===== src/rtl/lin_rec_gen.sv =====
// Clocked linear-recurrence sequence generator (order 2..4) with run-time seeds,
// programmable term count, wrap/stop overflow policy and a valid/ready output stream.
module lin_rec_gen #(
    parameter int WIDTH = 32,
    parameter int ORDER = 2,
    parameter int CNT_W = 16
) (
    input  logic                   clk,
    input  logic                   rst,
    input  logic                   start,
    input  logic [ORDER*WIDTH-1:0] seed_i,
    input  logic [CNT_W-1:0]       len_i,
    input  logic                   mode_i,
    output logic                   out_valid,
    input  logic                   out_ready,
    output logic [WIDTH-1:0]       out_data,
    output logic                   out_last,
    output logic                   busy,
    output logic                   done,
    output logic                   ovf
);

    generate
        if (ORDER < 2 || ORDER > 4) begin : g_bad_order
            $error("lin_rec_gen: ORDER must be in the range 2..4");
        end
    endgenerate

    typedef enum logic {IDLE, RUN} state_t;

    localparam logic [CNT_W-1:0] ORDER_C = CNT_W'(ORDER);
    localparam logic [CNT_W-1:0] HIST_C  = CNT_W'(ORDER - 1);

    state_t           state;
    state_t           state_nxt;
    logic [WIDTH-1:0] h [ORDER];
    logic [CNT_W-1:0] cnt;
    logic [CNT_W-1:0] cnt_dec;
    logic [CNT_W-1:0] cnt_clamp;
    logic             mode;
    logic             ovf_r;
    logic             done_r;
    logic [WIDTH+1:0] sum;
    logic             sum_ovf;
    logic             hs;
    logic             last_term;

    // Two guard bits are enough for up to four WIDTH-bit addends.
    always_comb begin
        sum = '0;
        for (int i = 0; i < ORDER; i++) begin
            sum = sum + {2'b00, h[i]};
        end
    end

    assign sum_ovf   = |sum[WIDTH+1:WIDTH];
    assign last_term = (cnt == CNT_W'(1));
    assign cnt_dec   = cnt - CNT_W'(1);
    assign cnt_clamp = (cnt_dec > HIST_C) ? HIST_C : cnt_dec;

    assign out_data = h[0];
    assign done     = done_r;
    assign ovf      = ovf_r;

    always_ff @(posedge clk or negedge rst) begin
        if (!rst) begin
            state <= IDLE;
        end else begin
            state <= state_nxt;
        end
    end

    always_comb begin
        state_nxt = state;
        out_valid = 1'b0;
        out_last  = 1'b0;
        busy      = 1'b0;
        hs        = 1'b0;
        case (state)
            IDLE: begin
                if (start && len_i != '0) begin
                    state_nxt = RUN;
                end
            end
            RUN: begin
                out_valid = 1'b1;
                busy      = 1'b1;
                out_last  = last_term;
                hs        = out_ready;
                if (out_ready && last_term) begin
                    state_nxt = IDLE;
                end
            end
            default: state_nxt = IDLE;
        endcase
    end

    // In stop mode an overflow clamps the count so only already-valid history drains out.
    always_ff @(posedge clk or negedge rst) begin
        if (!rst) begin
            for (int i = 0; i < ORDER; i++) begin
                h[i] <= '0;
            end
            cnt    <= '0;
            mode   <= 1'b0;
            ovf_r  <= 1'b0;
            done_r <= 1'b0;
        end else begin
            done_r <= 1'b0;
            if (state == IDLE && start) begin
                ovf_r <= 1'b0;
                if (len_i != '0) begin
                    for (int i = 0; i < ORDER; i++) begin
                        h[i] <= seed_i[i*WIDTH +: WIDTH];
                    end
                    cnt  <= len_i;
                    mode <= mode_i;
                end else begin
                    done_r <= 1'b1;
                end
            end else if (hs) begin
                for (int i = 0; i < ORDER - 1; i++) begin
                    h[i] <= h[i+1];
                end
                h[ORDER-1] <= sum[WIDTH-1:0];
                if (sum_ovf && cnt > ORDER_C) begin
                    ovf_r <= 1'b1;
                end
                cnt <= (mode && sum_ovf) ? cnt_clamp : cnt_dec;
                if (last_term) begin
                    done_r <= 1'b1;
                end
            end
        end
    end

endmodule


===== config.mk =====
export PLATFORM = sky130hd
export DESIGN_NAME = lin_rec_gen
export DESIGN_NICKNAME = d
export VERILOG_FILES = /design/src/rtl/lin_rec_gen.sv
export SDC_FILE = /design/constraint.sdc
export NUM_CORES = 1
export LEC_CHECK = 0
export ABC_AREA = 1
export CORE_MARGIN = 4
export CORE_UTILIZATION = 54
export DETAILED_ROUTE_END_ITERATION = 10
export GPL_TIMING_DRIVEN = 1
export HOLD_SLACK_MARGIN = 0.08
export PLACE_DENSITY = 0.93
export RECOVER_POWER = 50
export SYNTH_ARGS = -nofsm -noshare
export SYNTH_HDL_FRONTEND = slang
export SYNTH_SLANG_ARGS = --single-unit

===== constraint.sdc =====
create_clock -name clk -period 2.5 [get_ports clk]
set_input_delay 0.5 -clock clk [delete_from_list [all_inputs] [get_ports clk]]
set_output_delay 0.5 -clock clk [all_outputs]
set_load 0.05 [all_outputs]

==> flow_summary.toml <==
[synth]
synth_warnings = 0
yosys-top-cells-area = "dfrtp_1 31%, nand2_1 15%, nor2_1 8.9%, ha_1 6.9%, a21oi_1 6.0%"
ys_ff_latch = 84
syn_nets = 1113
synthesis.area_um2 = 6756
avgSynthCellArea_um2 = 6.825
synth_seq_area_share = 0.3111
synth_top_area_share = 0.3111
ys_types = 40
yosys.area.top_type = "dfrtp_1"
syn-instance-count = 990

[die]
start_util = 0.5579
die-area_um2 = 14370
die_w_um = 119.9
ioPinCount = 122
die_y_um = 119.9
core_region_area_um2 = 12110
num_rows = 40

[layout]
finish.instance_area_um2 = 8208
nets = 1189
antenna_cells = 0
area_growth_pct = 21.48
final_cell_mix = "268 x nand2_1, 160 x nor2_1, 108 x clkdlybuf4s50_1"
fin_util = 0.6777
final_cells = 1239
layout-drive-gt1-share = 0.08870
final_common_cell = "nand2_1"

[drt]
wirelength_um = 18250
final_antenna_net_count = 0
vias = 6829
wl_per_cell_um = 14.73
drt_iter0_markers = 603
drt-pass1-iter-count = 5
via_per_inst = 5.512
post-route-drc-count = 0

[clock_network]
tritoncts = "done"
htree_levels = 3
root_buffer = "clkbuf_16"
clock_latency_ns = 0.36
cts_buffers = 9
clock_sinks = 84
clockBufferDepth = 2
clk_pin_slew_ns = 0.06
postCtsSetupRepairBufs = 0

[critical_path]
cp-end-kind = "output pin"
cp_cell_sequence = "nor2_1 > nand2_1 > nor2_1 > nand4_1 > nor3_2 > buf_12"
worst-path-max-fanout = 5
worst-path-buf-inv = 1
slowest_delay_ns = 0.43
rr_worst_depth = 13
start_kind = "register"
worst-path-stages = 6
path_class = "register to output pin"
crit_top_cell = "nor2_1"
critical_path_required_ns = 2.00
critPathArrivalTime_ns = 1.81
critPathSlowestCell = "dfrtp_1"
path_delay_family = "simple AND/OR/NAND/NOR gates"

[sta]
layout_min_cycle_time_ns = 2.312
fin_crit_sh = 0.9249
worstMarginPinSlew_ns = 1.059
max_freq_ghz = 0.4325
maxSlewViolCount = 0
report.final.setup_viol = 0
rsz0062_at_grt = "no"
max-slew-margin-rel = 0.2942
finClkSkew_ns = 0.01083
tns_ns = 0
hold_viol = 0
whs_ns = 0.3149

[global_routing]
antenna_found_initial = 0
track_usage = 0.2608
grt_pass1_wl_um = 30820
grt_start_max_net_pins = 111
grt_pass1_vias = 6702
grt_overflow = 0

[worst_hold_path]
min_path_type = "input port to async pin"

[placed_design]
placed_cells = 1223
routabilityCongestion = 0.9476
portBuffers = 121
dpl.hpwl_um = 13440
placed_cell_area_um2 = 7918

[status]
outcome = "finished clean"

[power]
power.density_nw_per_um2 = 1473
power_leakage_nw = 3.711
max-vdd-ir-drop_v = 0.0009257

[flow_run]
cap_viol_max_count = 0
[cell families (layout without fill, tap and decap cells)]
kind of cell,Yosys count,after routing,synth area share
xor gates and xnor gates,11,11,0.01426
adders and majority gates,38,38,0.07148
AOI/OAI and AO/OA,202,202,0.1722
and+or+nand+nor,530,530,0.3363
buffers and inverters,124,205,0.09296
muxes,1,1,0.001667
DFF,84,84,0.3111
[where the power goes]
part	leakage, nW	total [mW]	internal [mW]	switching (mW)
Sequential	0.963	2.66	2.00	0.662
Combinational	2.60	8.05	2.87	5.19
Clock	0.149	1.38	0.825	0.550
Total	3.71	12.1	5.69	6.40
[path summary, 6_finish.rpt]
check | startpoint | end | slack, ns
setup reg to reg | out_data[0] | cnt[15] | 0.20
hold reg to reg | h[29] | h[29] | 0.51
setup / recovery | cnt[4] | out_last | 0.19
min in group clk | h[29] | h[29] | 0.51
max in group asynchronous | rst | out_data[18] | 0.59
hold / removal | rst | cnt[7] | 0.31
[per-stage QoR]
stage	power [mW]	worst slack, ns
floorplan	8.864	0.06138
global route	13.21	0.03927
detailed placement	10.58	0.1302
CTS	12.04	0.1109
finish	12.09	0.1877
global placement	10.38	0.08300
[cell usage after synthesis]
cell type / count
buf_8: 1
o21ai_0: 34
nand2_2: 10
o21a_1: 2
or2_2: 1
buf_1: 3
o21ai_1: 16
o21ai_2: 4
mux2_2: 1
nand4_1: 9
buf_2: 19
nand3_1: 32
a31oi_1: 37
inv_2: 2
a21o_1: 3
nor2_2: 11
nor3_2: 2
nand3b_1: 5
nor4_2: 1
buf_4: 34
xnor2_1: 4
nor2_1: 160
clkbuf_1: 11
and2_1: 2
o22ai_1: 1
fa_1: 1
ha_1: 37
nor2_4: 1
nand3_2: 13
nor3_1: 7
dfrtp_1: 84
inv_1: 54
nor4_1: 6
nand2_1: 269
a21oi_1: 81
a21oi_2: 14
o21bai_1: 3
xor2_1: 7
nand2_4: 1
o211ai_1: 7
[flip-flops by register name (all words and copies together) (netlist names)]
name      cells
ovf           1
state         1
done          1
cnt          16
h            32
out_data     32
mode          1
[cell type report]
class	instances	area [um^2]
multi-input combinational	782	4040
timing repair buffer	133	1341
tap	168	210.2
clock buffer	12	256.5
fill	1037	3904
clock inverter	4	47.55
inverter	56	210.2
sequential	84	2102
[layer usage]
metal	wire, um	global-route usage
met5	0	0
met4	240	0.08089
met3	1246	0.06173
met2	8858	0.4361
met1	7907	0.3355
[what timing repair did]
action                     4_1_cts  5_1_grt
hold buffers                     0        0
gates resized for setup          0        3
setup endpoints to repair        0       10
Note: power is estimated with default switching activity, not from simulation.
